File: config.mk
export PLATFORM = sky130hd
export DESIGN_NAME = mem_port_arbiter_flat
export DESIGN_NICKNAME = d
export VERILOG_FILES = /design/src/rtl/mem_port_arbiter_if.sv /design/src/rtl/mem_port_arbiter.sv /design/src/flat_wrapper.sv
export SDC_FILE = /design/constraint.sdc
export NUM_CORES = 1
export LEC_CHECK = 0
export CAP_MARGIN = 10
export CORE_MARGIN = 3
export CORE_UTILIZATION = 37
export CTS_CLUSTER_SIZE = 28
export DETAILED_ROUTE_END_ITERATION = 7
export PLACE_DENSITY = 0.76
export SLEW_MARGIN = 20
export SYNTH_ARGS = -nofsm -noshare
export SYNTH_HDL_FRONTEND = slang
export SYNTH_SLANG_ARGS = --single-unit
File: constraint.sdc
create_clock -name clk_i -period 1.5 [get_ports clk_i]
set_input_delay 0.3 -clock clk_i [delete_from_list [all_inputs] [get_ports clk_i]]
set_output_delay 0.3 -clock clk_i [all_outputs]
set_load 0.005 [all_outputs]
File: src/rtl/mem_port_arbiter_if.sv
// ---------------------------------------------------------------------------
// mem_port_arbiter_if
// Bundles every handshake/bus signal of mem_port_arbiter:
//   if_*   : instruction-fetch requester (read-only), level req / pulse ack
//   mem_*  : MEM-stage requester (load/store), level req / pulse ack
//   bus_*  : single-ported backing memory, req held until one-cycle ack
//   busy_o : arbiter not idle
//   err_o  : sticky timeout flag
// Modports:
//   slave  : the arbiter's view (drives acks, read data and the bus request)
//   master : the environment's view (drives requests and the bus response)
// ---------------------------------------------------------------------------
interface mem_port_arbiter_if #(
    parameter int ADDR_W = 32,
    parameter int DATA_W = 32
);
    logic              if_req_i;
    logic [ADDR_W-1:0] if_addr_i;
    logic              if_ack_o;
    logic [DATA_W-1:0] if_rdata_o;

    logic              mem_req_i;
    logic              mem_we_i;
    logic [ADDR_W-1:0] mem_addr_i;
    logic [DATA_W-1:0] mem_wdata_i;
    logic              mem_ack_o;
    logic [DATA_W-1:0] mem_rdata_o;

    logic              bus_req_o;
    logic              bus_we_o;
    logic [ADDR_W-1:0] bus_addr_o;
    logic [DATA_W-1:0] bus_wdata_o;
    logic              bus_ack_i;
    logic [DATA_W-1:0] bus_rdata_i;

    logic              busy_o;
    logic              err_o;

    modport slave (
        input  if_req_i, if_addr_i,
        output if_ack_o, if_rdata_o,
        input  mem_req_i, mem_we_i, mem_addr_i, mem_wdata_i,
        output mem_ack_o, mem_rdata_o,
        output bus_req_o, bus_we_o, bus_addr_o, bus_wdata_o,
        input  bus_ack_i, bus_rdata_i,
        output busy_o, err_o
    );

    modport master (
        output if_req_i, if_addr_i,
        input  if_ack_o, if_rdata_o,
        output mem_req_i, mem_we_i, mem_addr_i, mem_wdata_i,
        input  mem_ack_o, mem_rdata_o,
        input  bus_req_o, bus_we_o, bus_addr_o, bus_wdata_o,
        output bus_ack_i, bus_rdata_i,
        input  busy_o, err_o
    );
endinterface

File: src/rtl/mem_port_arbiter.sv
// ---------------------------------------------------------------------------
// mem_port_arbiter
// Shares one single-ported backing memory between the instruction-fetch
// requester (read-only) and the MEM-stage requester (load/store). Each access
// runs IDLE -> BUS -> DONE -> IDLE. MEM wins ties unless it has already taken
// MAX_MEM_BURST consecutive grants while IF was waiting. A bus access that sees
// no ack within TIMEOUT cycles is aborted, completes with zero data and sets the
// sticky err_o.
// Ports:
//   clk_i   : clock, rising edge
//   rst_i   : asynchronous active-low reset
//   port_if : mem_port_arbiter_if.slave (requester, backing bus, status)
// All outputs come straight from flops.
// ---------------------------------------------------------------------------
module mem_port_arbiter #(
    parameter int ADDR_W        = 32,
    parameter int DATA_W        = 32,
    parameter int TIMEOUT       = 255,
    parameter int MAX_MEM_BURST = 4
) (
    input  logic                clk_i,
    input  logic                rst_i,
    mem_port_arbiter_if.slave   port_if
);

    localparam int TMR_W  = $clog2(TIMEOUT);
    localparam int STRK_W = $clog2(MAX_MEM_BURST + 1);

    typedef enum logic [1:0] {
        ST_IDLE = 2'd0,
        ST_BUS  = 2'd1,
        ST_DONE = 2'd2
    } state_e;

    state_e              state_q,     state_d;
    logic                owner_mem_q, owner_mem_d;
    logic                bus_req_q,   bus_req_d;
    logic                bus_we_q,    bus_we_d;
    logic [ADDR_W-1:0]   bus_addr_q,  bus_addr_d;
    logic [DATA_W-1:0]   bus_wdata_q, bus_wdata_d;
    logic [TMR_W-1:0]    timer_q,     timer_d;
    logic [STRK_W-1:0]   streak_q,    streak_d;
    logic                if_ack_q,    if_ack_d;
    logic                mem_ack_q,   mem_ack_d;
    logic [DATA_W-1:0]   if_rdata_q,  if_rdata_d;
    logic [DATA_W-1:0]   mem_rdata_q, mem_rdata_d;
    logic                err_q,       err_d;
    logic                busy_q,      busy_d;

    logic                grant_mem_s;
    logic                grant_if_s;
    logic                streak_full_s;
    logic                finish_s;
    logic [DATA_W-1:0]   capture_s;

    // Grant decision: only meaningful while idle; MEM yields once its streak is full.
    always_comb begin
        streak_full_s = (streak_q == STRK_W'(MAX_MEM_BURST));
        if (state_q == ST_IDLE) begin
            grant_mem_s = port_if.mem_req_i & (~port_if.if_req_i | ~streak_full_s);
            grant_if_s  = port_if.if_req_i & ~grant_mem_s;
        end else begin
            grant_mem_s = 1'b0;
            grant_if_s  = 1'b0;
        end
    end

    // Consecutive-MEM-grant counter, reset whenever IF is not waiting or gets served.
    always_comb begin
        streak_d = streak_q;
        if (!port_if.if_req_i) begin
            streak_d = '0;
        end else if (grant_if_s) begin
            streak_d = '0;
        end else if (grant_mem_s && !streak_full_s) begin
            streak_d = streak_q + STRK_W'(1);
        end else begin
            streak_d = streak_q;
        end
    end

    // FSM next state and all registered-output next values.
    always_comb begin
        state_d     = state_q;
        owner_mem_d = owner_mem_q;
        bus_req_d   = bus_req_q;
        bus_we_d    = bus_we_q;
        bus_addr_d  = bus_addr_q;
        bus_wdata_d = bus_wdata_q;
        timer_d     = timer_q;
        if_ack_d    = 1'b0;
        mem_ack_d   = 1'b0;
        if_rdata_d  = if_rdata_q;
        mem_rdata_d = mem_rdata_q;
        err_d       = err_q;
        finish_s    = 1'b0;
        capture_s   = '0;

        case (state_q)
            ST_IDLE: begin
                if (grant_mem_s) begin
                    state_d     = ST_BUS;
                    owner_mem_d = 1'b1;
                    bus_req_d   = 1'b1;
                    bus_we_d    = port_if.mem_we_i;
                    bus_addr_d  = port_if.mem_addr_i;
                    bus_wdata_d = port_if.mem_wdata_i;
                    timer_d     = '0;
                end else if (grant_if_s) begin
                    state_d     = ST_BUS;
                    owner_mem_d = 1'b0;
                    bus_req_d   = 1'b1;
                    bus_we_d    = 1'b0;
                    bus_addr_d  = port_if.if_addr_i;
                    bus_wdata_d = '0;
                    timer_d     = '0;
                end else begin
                    state_d = ST_IDLE;
                end
            end
            ST_BUS: begin
                // An ack in the timeout cycle wins, so it is tested first.
                if (port_if.bus_ack_i) begin
                    finish_s  = 1'b1;
                    capture_s = bus_we_q ? '0 : port_if.bus_rdata_i;
                end else if (timer_q == TMR_W'(TIMEOUT - 1)) begin
                    finish_s  = 1'b1;
                    capture_s = '0;
                    err_d     = 1'b1;
                end else begin
                    timer_d = timer_q + TMR_W'(1);
                end
                if (finish_s) begin
                    state_d   = ST_DONE;
                    bus_req_d = 1'b0;
                    if (owner_mem_q) begin
                        mem_ack_d   = 1'b1;
                        mem_rdata_d = capture_s;
                    end else begin
                        if_ack_d   = 1'b1;
                        if_rdata_d = capture_s;
                    end
                end else begin
                    state_d = ST_BUS;
                end
            end
            ST_DONE: begin
                // Requests are deliberately not sampled here so a requester still
                // holding req during its ack cycle is not served twice.
                state_d = ST_IDLE;
            end
            default: begin
                state_d   = ST_IDLE;
                bus_req_d = 1'b0;
            end
        endcase

        busy_d = (state_d != ST_IDLE);
    end

    // State and output registers, cleared asynchronously by reset.
    always_ff @(posedge clk_i or negedge rst_i) begin
        if (!rst_i) begin
            state_q     <= ST_IDLE;
            owner_mem_q <= 1'b0;
            bus_req_q   <= 1'b0;
            bus_we_q    <= 1'b0;
            bus_addr_q  <= '0;
            bus_wdata_q <= '0;
            timer_q     <= '0;
            streak_q    <= '0;
            if_ack_q    <= 1'b0;
            mem_ack_q   <= 1'b0;
            if_rdata_q  <= '0;
            mem_rdata_q <= '0;
            err_q       <= 1'b0;
            busy_q      <= 1'b0;
        end else begin
            state_q     <= state_d;
            owner_mem_q <= owner_mem_d;
            bus_req_q   <= bus_req_d;
            bus_we_q    <= bus_we_d;
            bus_addr_q  <= bus_addr_d;
            bus_wdata_q <= bus_wdata_d;
            timer_q     <= timer_d;
            streak_q    <= streak_d;
            if_ack_q    <= if_ack_d;
            mem_ack_q   <= mem_ack_d;
            if_rdata_q  <= if_rdata_d;
            mem_rdata_q <= mem_rdata_d;
            err_q       <= err_d;
            busy_q      <= busy_d;
        end
    end

    assign port_if.if_ack_o    = if_ack_q;
    assign port_if.if_rdata_o  = if_rdata_q;
    assign port_if.mem_ack_o   = mem_ack_q;
    assign port_if.mem_rdata_o = mem_rdata_q;
    assign port_if.bus_req_o   = bus_req_q;
    assign port_if.bus_we_o    = bus_we_q;
    assign port_if.bus_addr_o  = bus_addr_q;
    assign port_if.bus_wdata_o = bus_wdata_q;
    assign port_if.busy_o      = busy_q;
    assign port_if.err_o       = err_q;

endmodule

File: src/flat_wrapper.sv
// flat-port wrapper written by rule: the top's interface ports become plain ports
module mem_port_arbiter_flat 
#(
    parameter int ADDR_W        = 32,
    parameter int DATA_W        = 32,
    parameter int TIMEOUT       = 255,
    parameter int MAX_MEM_BURST = 4
)
  (clk_i, rst_i, port_if_if_req_i, port_if_if_addr_i, port_if_if_ack_o, port_if_if_rdata_o, port_if_mem_req_i, port_if_mem_we_i, port_if_mem_addr_i, port_if_mem_wdata_i, port_if_mem_ack_o, port_if_mem_rdata_o, port_if_bus_req_o, port_if_bus_we_o, port_if_bus_addr_o, port_if_bus_wdata_o, port_if_bus_ack_i, port_if_bus_rdata_i, port_if_busy_o, port_if_err_o);
  mem_port_arbiter_if #(.ADDR_W(ADDR_W), .DATA_W(DATA_W)) port_if_i ();
  input  logic clk_i;
  input  logic rst_i;
  input wire logic [$bits(port_if_i.if_req_i)-1:0] port_if_if_req_i;
  input wire logic [$bits(port_if_i.if_addr_i)-1:0] port_if_if_addr_i;
  output wire logic [$bits(port_if_i.if_ack_o)-1:0] port_if_if_ack_o;
  output wire logic [$bits(port_if_i.if_rdata_o)-1:0] port_if_if_rdata_o;
  input wire logic [$bits(port_if_i.mem_req_i)-1:0] port_if_mem_req_i;
  input wire logic [$bits(port_if_i.mem_we_i)-1:0] port_if_mem_we_i;
  input wire logic [$bits(port_if_i.mem_addr_i)-1:0] port_if_mem_addr_i;
  input wire logic [$bits(port_if_i.mem_wdata_i)-1:0] port_if_mem_wdata_i;
  output wire logic [$bits(port_if_i.mem_ack_o)-1:0] port_if_mem_ack_o;
  output wire logic [$bits(port_if_i.mem_rdata_o)-1:0] port_if_mem_rdata_o;
  output wire logic [$bits(port_if_i.bus_req_o)-1:0] port_if_bus_req_o;
  output wire logic [$bits(port_if_i.bus_we_o)-1:0] port_if_bus_we_o;
  output wire logic [$bits(port_if_i.bus_addr_o)-1:0] port_if_bus_addr_o;
  output wire logic [$bits(port_if_i.bus_wdata_o)-1:0] port_if_bus_wdata_o;
  input wire logic [$bits(port_if_i.bus_ack_i)-1:0] port_if_bus_ack_i;
  input wire logic [$bits(port_if_i.bus_rdata_i)-1:0] port_if_bus_rdata_i;
  output wire logic [$bits(port_if_i.busy_o)-1:0] port_if_busy_o;
  output wire logic [$bits(port_if_i.err_o)-1:0] port_if_err_o;
  assign port_if_i.if_req_i = port_if_if_req_i;
  assign port_if_i.if_addr_i = port_if_if_addr_i;
  assign port_if_if_ack_o = port_if_i.if_ack_o;
  assign port_if_if_rdata_o = port_if_i.if_rdata_o;
  assign port_if_i.mem_req_i = port_if_mem_req_i;
  assign port_if_i.mem_we_i = port_if_mem_we_i;
  assign port_if_i.mem_addr_i = port_if_mem_addr_i;
  assign port_if_i.mem_wdata_i = port_if_mem_wdata_i;
  assign port_if_mem_ack_o = port_if_i.mem_ack_o;
  assign port_if_mem_rdata_o = port_if_i.mem_rdata_o;
  assign port_if_bus_req_o = port_if_i.bus_req_o;
  assign port_if_bus_we_o = port_if_i.bus_we_o;
  assign port_if_bus_addr_o = port_if_i.bus_addr_o;
  assign port_if_bus_wdata_o = port_if_i.bus_wdata_o;
  assign port_if_i.bus_ack_i = port_if_bus_ack_i;
  assign port_if_i.bus_rdata_i = port_if_bus_rdata_i;
  assign port_if_busy_o = port_if_i.busy_o;
  assign port_if_err_o = port_if_i.err_o;
  mem_port_arbiter #(.ADDR_W(ADDR_W), .DATA_W(DATA_W), .TIMEOUT(TIMEOUT), .MAX_MEM_BURST(MAX_MEM_BURST)) u_core (.clk_i(clk_i), .rst_i(rst_i), .port_if(port_if_i));
endmodule
==> flow_metrics.tcl <==
set metrics [dict create \
    status "finished with violations" \
    violations "negative setup slack" \
    port-buffer-count 267 \
    yosysTopAreaCellShare_pct 63.5 \
    critPathRequiredTime_ps 1800 \
    antenna_found_initial 0 \
    powerDensity_nw_per_um2 1910 \
    grt_first_pass_wirelength_mm 29.4 \
    startpoint_type "flop" \
    nFillCells 1183 \
    start_util_pct 38.1 \
    post-dp-hpwl_mm 12.9 \
    grt.overflow.total 0 \
    wl_per_cell_um 19.2 \
    cts_max_path_buffers 2 \
    worst_pin_slew_ps 426 \
    worstPathArrival_ps 1890 \
    rrSetupSlack_ps -80 \
    clk_latency_ps 420 \
    die_h_um 132 \
    crit_type "reg -> reg" \
    ant_nets 0 \
    grt_usage_pct 21.0 \
    vias 5435 \
    synth_cell_types 35 \
    die_w_um 132 \
    dieArea_um2 17300 \
    drt_pass1_iterations 5 \
    fin_crit_ps 1580 \
    synth_seq_cells 148 \
    syn-instance-count 462 \
    grt_pass1_vias 5570 \
    fin_crit_sh_pct 106 \
    setup_ws_ps -83.9 \
    synth_warnings 0 \
    place_ws_ps -290 \
    cts_tree "yes" \
    end_kind "flop" \
    core_area_um2 15300 \
    cts_sinks 148 \
    nNetsFinal 919 \
    routed_wl_mm 19.3 \
    h-tree-depth 4 \
    seq_area_frac_synth_pct 63.5 \
    io_pins 268 \
    cp_max_fo 6 \
    rows 45 \
    antennaDiodeCount 0 \
    drive_gt1_share_pct 19.6 \
    drc 0 \
    fmax_mhz 631 \
    grt_max_degree 47 \
    drt-initial-drc-count 296 \
    cts-root-buf "clkbuf_16" \
    synth_top_cell_by_area "dfrtp_1" \
    cts_made_buffers 17 \
    max-slew-margin-rel_pct 71.6 \
    fin_worst_skew_ps 12.0 \
    avgSynthCellArea_um2 12.6 \
    hold_class "in -> async" \
    yosys-top-cells-area "dfrtp_1, a32o_1, a22o_1" \
    maxCapViolations 0 \
    gp_congestion 0.835 \
    drv_slew 0 \
    ir_worst_vdd_v 0.00108 \
    area_growth_pct 74.2 \
    leakagePower_nw 4.83 \
    final-setup-viol-count 115 \
    rsz0062_at_grt "true" \
    clk_pin_slew_ps 70 \
    syn-num-nets 600 \
    viasPerCell 5.41 \
    finalPower_w 0.0194 \
    finalHoldViolations 0 \
    syn_area_um2 5840 \
]
[power breakdown]
group	total [W]	switching (W)	internal [W]
Sequential	0.00679	0.000996	0.00579
Clock	0.00440	0.00163	0.00277
Combinational	0.00821	0.00365	0.00456
Total	0.0194	0.00628	0.0131
[cell type report]
cell class	count	area, µm²	share of cell area [%]
flip-flops and latches	148	3710	36.4
repair buffers	342	3340	32.8
multi-input cells	267	2230	21.9
clock inverters	14	185	1.82
inverters	5	18.8	0.185
well taps	211	264	2.60
clock buffers	18	429	4.22
[critical path: stages (launching register included)]
cell	delay (ps)
dfrtp_1	390
inv_2	90
ha_4	130
and3_4	190
and3b_4	260
clkbuf_16	170
a32oi_1	160
nand2_1	80
[metal layers]
layer / global-route usage, % / wire length (µm)
met4: 10.4 / 809
met1: 25.4 / 7750
met3: 5.02 / 909
met5: 0 / 0
met2: 35.1 / 9850
[Yosys cell counts (all sizes together)]
cell / count
nand2: 76
o21bai: 1
o211ai: 4
a21o: 2
a31oi: 1
nor3b: 2
nor2: 5
nand3: 8
a22o: 33
o31ai: 4
nor3: 1
nand2b: 2
dfrtp: 148
a32o: 64
a21oi: 1
and2: 4
a32oi: 32
and4: 2
o21a: 2
and3: 2
nor4: 1
ha: 4
a31o: 1
a21boi: 1
clkbuf: 15
inv: 5
nor2b: 2
buf: 28
o21ai: 9
and3b: 1
nand4: 1
[what timing repair did]
action	4_1_cts	5_1_grt
gates cloned	1	7
endpoints found under the hold margin	36	0
gates resized for setup	151	47
setup endpoints to repair	272	140
pin swaps	6	13
hold buffers	1	0
setup buffers	16	3
[cells by family (layout without fill, tap and decap cells)]
| group | count (synthesis) | count (layout) | share of synthesized area [%] |
|---|---|---|---|
| buffers and inverters | 48 | 379 | 3.95 |
| AOI/OAI and AO/OA | 155 | 155 | 23.7 |
| DFF | 148 | 148 | 63.5 |
| and+or+nand+nor | 107 | 108 | 8.02 |
| adders and majority gates | 4 | 4 | 0.858 |
[worst paths after layout]
kind                       cells after the start                 start                        endpoint
setup / recovery                               7    u_core.streak_q[0]   u_core.port_if.bus_addr_o[14]
hold / removal                                 2                 rst_i   u_core.port_if.if_rdata_o[12]
setup reg to reg                               7    u_core.streak_q[0]   u_core.port_if.bus_addr_o[14]
hold reg to reg                                1  u_core.port_if.err_o            u_core.port_if.err_o
max in group asynchronous                      3                 rst_i  u_core.port_if.bus_wdata_o[24]
min in group clk_i                             1  u_core.port_if.err_o            u_core.port_if.err_o
[registers in the layout (all words and copies together) (netlist names)]
signal	count
u_core.port_if.err_o	1
u_core.port_if.busy_o	1
u_core.timer_q	8
u_core.port_if.bus_req_o	1
u_core.port_if.bus_addr_o	32
u_core.port_if.bus_we_o	1
u_core.port_if.if_ack_o	1
u_core.port_if.mem_ack_o	1
u_core.port_if.bus_wdata_o	32
u_core.state_q	2
u_core.port_if.if_rdata_o	32
u_core.port_if.mem_rdata_o	32
u_core.owner_mem_q	1
u_core.streak_q	3
[cells in the final DEF (no fill, tap or decap), types with 3 or more instances in the layout]
cell	n
clkinv_2	5
dfrtp_1	146
a32oi_2	22
clkbuf_16	21
a32oi_1	10
o211ai_1	4
dlygate4sd2_1	134
ha_4	3
nor2_1	3
and2_1	4
o21ai_0	4
o31ai_1	4
buf_6	7
buf_12	12
nand2_1	73
bufinv_16	4
a32o_1	64
a22o_1	33
inv_2	3
clkdlybuf4s50_1	132
clkinvlp_4	3
buf_4	49
nand3_1	6
buf_8	3
[metrics by stage]
stage	setup TNS (ps)	std cells	utilization [%]	cell area (µm²)	hold slack, ps
after floorplan	-2900	462	-	5880	4.41
after global placement	-20240	945	59.5	9120	237
after detailed placement	-24170	945	59.5	9120	247
after global routing	-13690	1005	66.4	10200	399
final	-4260	1005	66.4	10200	361
after CTS	-6150	995	63.9	9780	373
(Power assumes the default switching activity.)
